<file path="src/rtl/systolic_pkg.sv">
// Shared constants and state encoding for the systolic-array result drain.
package systolic_pkg;

    localparam int SIZE    = 4;
    localparam int WIDTH   = 8;
    localparam int LATENCY = 3 * SIZE - 2;
    localparam int IDX_W   = 4;
    localparam int CNT_W   = 16;

    typedef enum logic [1:0] {
        S_IDLE   = 2'd0,
        S_WAIT   = 2'd1,
        S_STREAM = 2'd2,
        S_DONE   = 2'd3
    } drain_state_t;

endpackage

</file>
<file path="src/rtl/systolic_drain.sv">
// Waits for the array to settle, snapshots all SIZE x SIZE results, then
// streams them row-major over a valid/ready port and pulses done.
module systolic_drain #(
    parameter int SIZE    = systolic_pkg::SIZE,
    parameter int WIDTH   = systolic_pkg::WIDTH,
    parameter int LATENCY = systolic_pkg::LATENCY
) (
    input  logic             clk,
    input  logic             reset,
    input  logic             start,
    input  logic [WIDTH-1:0] y0,
    input  logic [WIDTH-1:0] y1,
    input  logic [WIDTH-1:0] y2,
    input  logic [WIDTH-1:0] y3,
    input  logic [WIDTH-1:0] y4,
    input  logic [WIDTH-1:0] y5,
    input  logic [WIDTH-1:0] y6,
    input  logic [WIDTH-1:0] y7,
    input  logic [WIDTH-1:0] y8,
    input  logic [WIDTH-1:0] y9,
    input  logic [WIDTH-1:0] y10,
    input  logic [WIDTH-1:0] y11,
    input  logic [WIDTH-1:0] y12,
    input  logic [WIDTH-1:0] y13,
    input  logic [WIDTH-1:0] y14,
    input  logic [WIDTH-1:0] y15,
    output logic [WIDTH-1:0] out_data,
    output logic [3:0]       out_idx,
    output logic             out_valid,
    input  logic             out_ready,
    output logic             out_last,
    output logic             busy,
    output logic             done
);
    import systolic_pkg::*;

    localparam int               NUM_ELEMS = SIZE * SIZE;
    localparam logic [IDX_W-1:0] LAST_IDX  = IDX_W'(NUM_ELEMS - 1);
    localparam logic [CNT_W-1:0] WAIT_LOAD = CNT_W'(LATENCY - 1);

    drain_state_t     state_q;
    logic [CNT_W-1:0] cnt_q;
    logic [WIDTH-1:0] snap_q [NUM_ELEMS];
    logic [WIDTH-1:0] y_s    [NUM_ELEMS];
    logic [WIDTH-1:0] out_data_q;
    logic [IDX_W-1:0] out_idx_q;
    logic [IDX_W-1:0] out_idx_d;
    logic             out_valid_q;
    logic             out_last_q;
    logic             busy_q;
    logic             done_q;

    assign y_s[0]  = y0;
    assign y_s[1]  = y1;
    assign y_s[2]  = y2;
    assign y_s[3]  = y3;
    assign y_s[4]  = y4;
    assign y_s[5]  = y5;
    assign y_s[6]  = y6;
    assign y_s[7]  = y7;
    assign y_s[8]  = y8;
    assign y_s[9]  = y9;
    assign y_s[10] = y10;
    assign y_s[11] = y11;
    assign y_s[12] = y12;
    assign y_s[13] = y13;
    assign y_s[14] = y14;
    assign y_s[15] = y15;

    assign out_idx_d = out_idx_q + 4'd1;

    // Drain FSM; every output is a register so downstream sees clean timing.
    always_ff @(posedge clk) begin
        if (reset) begin
            state_q     <= S_IDLE;
            cnt_q       <= '0;
            out_data_q  <= '0;
            out_idx_q   <= '0;
            out_valid_q <= 1'b0;
            out_last_q  <= 1'b0;
            busy_q      <= 1'b0;
            done_q      <= 1'b0;
            for (int i = 0; i < NUM_ELEMS; i++) begin
                snap_q[i] <= '0;
            end
        end else begin
            case (state_q)
                S_IDLE: begin
                    done_q <= 1'b0;
                    if (start) begin
                        state_q <= S_WAIT;
                        cnt_q   <= WAIT_LOAD;
                        busy_q  <= 1'b1;
                    end
                end
                S_WAIT: begin
                    if (cnt_q == '0) begin
                        // The first beat is taken straight from the inputs
                        // because the snapshot is written on this same edge.
                        for (int i = 0; i < NUM_ELEMS; i++) begin
                            snap_q[i] <= y_s[i];
                        end
                        state_q     <= S_STREAM;
                        out_idx_q   <= '0;
                        out_data_q  <= y_s[0];
                        out_valid_q <= 1'b1;
                        out_last_q  <= (LAST_IDX == '0);
                    end else begin
                        cnt_q <= cnt_q - 16'd1;
                    end
                end
                S_STREAM: begin
                    if (out_ready) begin
                        if (out_idx_q == LAST_IDX) begin
                            state_q     <= S_DONE;
                            out_data_q  <= '0;
                            out_idx_q   <= '0;
                            out_valid_q <= 1'b0;
                            out_last_q  <= 1'b0;
                            done_q      <= 1'b1;
                        end else begin
                            out_idx_q  <= out_idx_d;
                            out_data_q <= snap_q[out_idx_d];
                            out_last_q <= (out_idx_d == LAST_IDX);
                        end
                    end
                end
                S_DONE: begin
                    state_q <= S_IDLE;
                    done_q  <= 1'b0;
                    busy_q  <= 1'b0;
                end
                default: begin
                    state_q     <= S_IDLE;
                    out_valid_q <= 1'b0;
                    out_last_q  <= 1'b0;
                    busy_q      <= 1'b0;
                    done_q      <= 1'b0;
                end
            endcase
        end
    end

    assign out_data  = out_data_q;
    assign out_idx   = out_idx_q;
    assign out_valid = out_valid_q;
    assign out_last  = out_last_q;
    assign busy      = busy_q;
    assign done      = done_q;

endmodule

</file>
<file path="config.mk">
export PLATFORM = sky130hd
export DESIGN_NAME = systolic_drain
export DESIGN_NICKNAME = d
export VERILOG_FILES = /design/src/rtl/systolic_pkg.sv /design/src/rtl/systolic_drain.sv
export SDC_FILE = /design/constraint.sdc
export NUM_CORES = 1
export LEC_CHECK = 0
export CAP_MARGIN = 20
export CORE_ASPECT_RATIO = 1.4
export CORE_MARGIN = 1
export CORE_UTILIZATION = 45
export CTS_CLUSTER_SIZE = 25
export DETAILED_ROUTE_END_ITERATION = 8
export PLACE_DENSITY = 0.74
export SYNTH_ARGS = -nofsm -noshare
export SYNTH_HDL_FRONTEND = slang
export SYNTH_SLANG_ARGS = --single-unit
</file>
<file path="constraint.sdc">
create_clock -name clk -period 7.25 [get_ports clk]
set_input_delay 1.45 -clock clk [delete_from_list [all_inputs] [get_ports clk]]
set_output_delay 1.45 -clock clk [all_outputs]
set_load 0.03 [all_outputs]
</file>
==> results of run 1 <==
cell usage in the layout, fill, tap and decap left out, types with 5 or more instances in the layout:
cell             instances
nand4_1                  5
mux4_2                  32
mux2_2                  16
dfxtp_1                 33
mux2i_1                  8
and2_1                  81
nor2_1                  31
o21ai_0                  8
nor2b_1                 57
a21oi_1                 11
inv_1                    8
nand3_1                  8
clkdlybuf4s50_1        146
clkbuf_16               17
nand2b_1                 6
ha_1                     6
xor2_1                   9
nand2_1                 18
edfxtp_1               128
a311oi_1                 8
a31oi_1                  7
through the flow:
stage	instance area (um2)	power [uW]	util (%)	setup WS, ps	hold slack [ps]
finish	9800	3430	58.5	3550	493
global route	9800	3580	58.5	3370	509
CTS	9800	3440	58.5	3550	489
detailed placement	9210	2540	55.0	3110	481
global placement	9210	2480	55.0	3250	478
floorplan	7680	2260	-	1500	478
cell type report:
class	instances	area, um2
multi-input combinational	353	2910
clock inverter	14	165
fill	1306	6950
tap	203	254
sequential	162	4530
inverter	8	30.0
timing repair buffer	150	1490
clock buffer	17	425
worst paths after layout:
kind,from,to,slack (ps),depth (start not counted)
max,reset,snap_q[1][5],3550,4
max reg2reg,cnt_q[2],snap_q[1][5],4020,5
min reg2reg,done,done,490,2
min,done,done,490,2
registers in the layout (all words and copies together), names as in the netlist:
register and count:
out_data 8, done 1, out_idx 4, cnt_q 16
state_q 2, busy 1, snap_q 128, out_last 1
out_valid 1
power by group through the flow:
stage	registers, uW	clock network [uW]	logic, uW
floorplan	1500	0	760
global placement	1440	0	1040
detailed placement	1470	0	1080
CTS	1450	907	1080
global route	1480	939	1170
finish	1450	898	1080
worst max-delay path: stages:
cell	delay (ps)
buf_2	80
buf_4	590
nand2b_4	610
buf_4	890
per-layer routing:
| layer | vias to the layer above | GRT usage [%] |
|---|---|---|
| met2 | 126 | 36.2 |
| met5 | - | 0 |
| li1 | 2311 | - |
| met1 | 2359 | 21.0 |
| met3 | 13 | 4.57 |
| met4 | 0 | 6.86 |
logic make-up (layout without fill, tap and decap cells):
| kind of cell | count (synthesis) | count (layout) |
|---|---|---|
| AO/OA/AOI/OAI | 49 | 49 |
| XOR/XNOR | 11 | 11 |
| adder cells (fa/ha/maj) | 7 | 7 |
| buffers and inverters | 43 | 189 |
| flip-flops | 162 | 162 |
| multiplexers | 56 | 56 |
| AND/OR/NAND/NOR | 230 | 230 |
==> results.tsv, run 1 <==
metric	value	unit
P_int	2330	uW
post-synthesis xor/xnor area fraction	1.35	%
IO buf count	147	
clk buf depth	2	
Root Buffer	clkbuf_16	
post-synthesis cell count	558	
Total Routing Usage GR	19.3	%
crit share post-route	51.0	%
Seq/Total Area, Yosys	58.9	%
CP startpoint kind	input port	
routability congestion estimate	0.861	
Netlist Area Pre-Place	7680	um2
drt via density	5.30	
syn nets	697	
CTS Buf Count	17	
status	finished, violations left	
hold crit path type	flop to flop	
Crit Path Max Fanout	88	
hold-fix buffers at CTS	0	
post-synth cell types	51	
minimum clock period	3700	ps
WP data arrival	3740	ps
Routed Antenna Nets	0	
TritonCTS clock tree	done	
vias in the first global route	4943	
Avg Inst Size Synth	13.8	um2
Initial Util	45.9	%
post-synthesis adder-cell area fraction	1.14	%
first-pass GRT wire length	25.1	mm
YS warnings	0	
CTS resizes	0	
Required @ worst endpoint	7290	ps
Post-synth EDFFs	128	
die height	157	um
average wire per standard cell	18.2	um
mux cell area share after synthesis	12.8	%
met3 wire length	675	um
Area contributors post-synth	edfxtp_1, mux4_2, dfxtp_1, and2_1, nor2b_1	
initial DRC count	432	
DRT Wirelength	16.5	mm
FMAX	271	MHz
Synth top area share	50.0	%
H-tree levels	4	
combinational power share	31.6	%
CTS Sinks	162	
relative slew slack	28.3	%
PwrDens	350	nW/um2
Least-Margin Pin Slew	1070	ps
diode count	0	
Critical Path Sink Type	flop	
NetSw	1100	uW
Worst VDD drop	0.218	mV
Rows	56	
failing checks	DRC	
crit path kind	input port to flop	
post-DP HPWL	11.7	mm
post-synthesis simple-gate area fraction	18.1	%
Final Setup Violations	0	
Seq pwr share	42.2	%
num ports	148	
DR vias	4809	
count of pins over their slew limit	0	
Compound-Gate Fraction of Synth Area	4.43	%
sw frac	32.2	%
clock power share	26.2	%
Top Layer Used	met4	
final hold violation count	0	
nets@finish	831	
Synth area leader	edfxtp_1	
main combinational cell family by area after synthesis	simple AND/OR/NAND/NOR gates	
Area Growth Syn to Fin	27.5	%
clock skew	11.5	ps
initial antenna violation count	0	
chip width	112	um
routed wl met2	9.43	mm
clock transition at the registers of the reported paths	60	ps
most frequent cells after synthesis	edfxtp_1, and2_1, nor2b_1, dfxtp_1, mux4_2	
Post CTS Setup Buffer Count	0	
total gr overflow	0	
core area	16700	um2
MaxCap Viol Count	0	
RSZ-0062 raised after global routing	no	
count leader, synth	edfxtp_1	
setup TNS	0	ps
Final Non-Filler Cells	907	
Synth Flop Type	edfxtp_1	
Die ar.	17600	um2
share of layout cells above drive strength 1	13.5	%
placed insts	876	
Synth async-reset ratio	0	%
Pre-Repair DR Iteration Count	6	
Static Leak	0.00352	uW
Worst-Skew Late Latency	430	ps
largest net degree at the start of global routing	89	
Remaining DRCs	1	
met1 wire length	6.19	mm
flops & latches, synth	162	
No activity file was read; power rests on OpenSTA's default activity.
==> run 2, diff against run 1 <==
Settings changed: PLACE_DENSITY 0.74 to 0.77.
Clock period 7.25 ns to 3.15 ns, I/O delays scaled along.
==> results.tsv, run 2 (synthesis gave the netlist of run 1 again) <==
metric	value	unit	change
post-DP HPWL	13.0	mm	+12%
failing checks	DRC		
clock power share	27.2	%	+1.0 points
met1 wire length	6.44	mm	+4.0%
combinational power share	31.1	%	-0.5 points
Area Growth Syn to Fin	29.5	%	
count of pins over their slew limit	0		unchanged
chip width	112	um	unchanged
crit share post-route	88.4	%	
crit path kind	flop to output port		
Seq pwr share	41.7	%	-0.5 points
P_int	5550	uW	+140%
Pre-Repair DR Iteration Count	6		unchanged
Die ar.	17600	um2	unchanged
hold crit path type	flop to flop		
most common cell after layout, fill and taps aside	clkdlybuf4s50_1		
number of flip-flops in the largest register	128		unchanged
CTS Buf Count	17		unchanged
Least-Margin Pin Slew	768	ps	-307 ps
sw frac	31.5	%	-0.67 points
final hold violation count	0		unchanged
total gr overflow	0		unchanged
Total Routing Usage GR	20.9	%	+1.7 points
RSZ-0062 raised after global routing	no		
nets@finish	841		+1.2%
Static Leak	0.00360	uW	+2.5%
share of layout cells above drive strength 1	14.8	%	+1.3 points
relative slew slack	48.8	%	+20 points
Rows	56		unchanged
DRT Wirelength	17.4	mm	+5.7%
clock skew	7.05	ps	-4.41 ps
initial antenna violation count	1		+1
beginning of the worst hold path	done		
Worst VDD drop	0.413	mV	+90%
TritonCTS clock tree	done		
Critical Path Sink Type	output port		
minimum clock period	2780	ps	
clk buf depth	2		unchanged
H-tree levels	4		unchanged
IO buf count	147		unchanged
PwrDens	815	nW/um2	+130%
setup TNS	0	ps	unchanged
critical path cell sequence	buf_4 -> buf_4 -> clkdlybuf4s50_1		
worst r2r path cells	5		unchanged
worst hold stages	2		unchanged
Top Layer Used	met4		
met3 wire length	652	um	-3.4%
CP most frequent cell	buf_4		
Routed Antenna Nets	0		unchanged
initial DRC count	216		-50%
NetSw	2560	uW	+130%
Remaining DRCs	1		unchanged
routed wl met2	9.76	mm	+3.5%
Initial Util	45.9	%	unchanged
drt via density	5.36		+1.0%
routability congestion estimate	0.816		-5.2%
CTS Sinks	162		unchanged
vias in the first global route	5077		+2.7%
total power	8110	uW	+140%
Crit Path Max Fanout	18		-80%
Required @ worst endpoint	2520	ps	-4770 ps
die height	157	um	unchanged
FMAX	359	MHz	
CP startpoint kind	flop		
MaxCap Viol Count	0		unchanged
Final Setup Violations	0		unchanged
num ports	148		unchanged
Most flops, register	snap_q		
CP peak stage delay	760	ps	-130 ps
clock transition at the registers of the reported paths	60	ps	about the same
CTS resizes	0		unchanged
first-pass GRT wire length	26.8	mm	+6.9%
Reg2Reg Capture Point	snap_q[7][4]		
WP data arrival	2150	ps	-1590 ps
Post CTS Setup Buffer Count	0		unchanged
status	finished, violations left		
hold-fix buffers at CTS	0		unchanged
R2R setup slack	670	ps	-3350 ps
Worst-Skew Late Latency	420	ps	about the same
worst r2r src	cnt_q[2]		
largest net degree at the start of global routing	81		-9.0%
average wire per standard cell	19.0	um	+4.3%
hold_ws	479	ps	-14.8 ps
CP max-delay cell	clkdlybuf4s50_1		
most frequent cells in the layout	clkdlybuf4s50_1, edfxtp_1, and2_1		
Root Buffer	clkbuf_16		
Hold Path End	done		
DR vias	4922		+2.3%
core area	16700	um2	unchanged
==> run 2: changes by cell type in the layout (fill, tap and decap cells not counted), sizes merged <==
cell,previous run,this run
buf,4,14
bufinv,3,5
clkinvlp,2,1
diode,0,1
==> run 2: power by group through the flow <==
| stage | combinational, uW | clock, uW | sequential (uW) |
|---|---|---|---|
| floorplan | 1750 | 0 | 3410 |
| detailed placement | 2530 | 0 | 3420 |
| global placement | 2480 | 0 | 3370 |
| finish | 2520 | 2210 | 3380 |
| CTS | 2540 | 2250 | 3380 |
| global route | 2760 | 2330 | 3430 |
==> run 2: metrics by stage <==
stage / std cells / area, um2 / util [%] / setup slack [ps]
3_5_place_dp: 886 / 9310 / 55.6 / 667
2_1_floorplan: 558 / 7690 / - / 431
4_1_cts: 918 / 9950 / 59.4 / 311
6_report: 919 / 9950 / 59.4 / 366
5_1_grt: 919 / 9950 / 59.4 / 230
3_3_place_gp: 886 / 9310 / 55.6 / 750
==> run 2: critical path, delay by kind of cell, from the launching register on <==
| family | cells | cell delay, ps |
|---|---|---|
| buffers and inverters | 3 | 1390 |
| DFF | 1 | 330 |
==> run 2: cell type report <==
cell class                      instances  area [um2]
Antenna cell                            1        2.50
Clock buffer                           17         425
Clock inverter                         15         214
Fill cell                            1297        6800
Inverter                                8        30.0
Multi-Input combinational cell        353        2910
Sequential cell                       162        4530
Tap cell                              203         254
Timing Repair Buffer                  160        1590
==> run 2: how the worst max path moves through the flow <==
stage | end | slack (ps) | from
3_5_place_dp | snap_q[7][4] | 670 | cnt_q[2]
5_1_grt | out_idx[0] | 230 | out_idx[0]
3_3_place_gp | snap_q[3][3] | 750 | cnt_q[2]
6_report | out_idx[0] | 370 | out_idx[0]
4_1_cts | out_idx[0] | 310 | out_idx[0]
2_1_floorplan | snap_q[0][0] | 430 | reset
==> run 2: layer usage <==
layer  track usage, %  up-vias
li1                 -     2334
met1             22.3     2405
met2             38.9      151
met3             4.14       32
met4             11.0        0
met5                0        -
==> run 3, diff against run 2 <==
Settings changed: CTS_CLUSTER_DIAMETER set to 150.
==> results of run 3 <==
No change in the layout: final DEF, timing and power equal those of run 2.
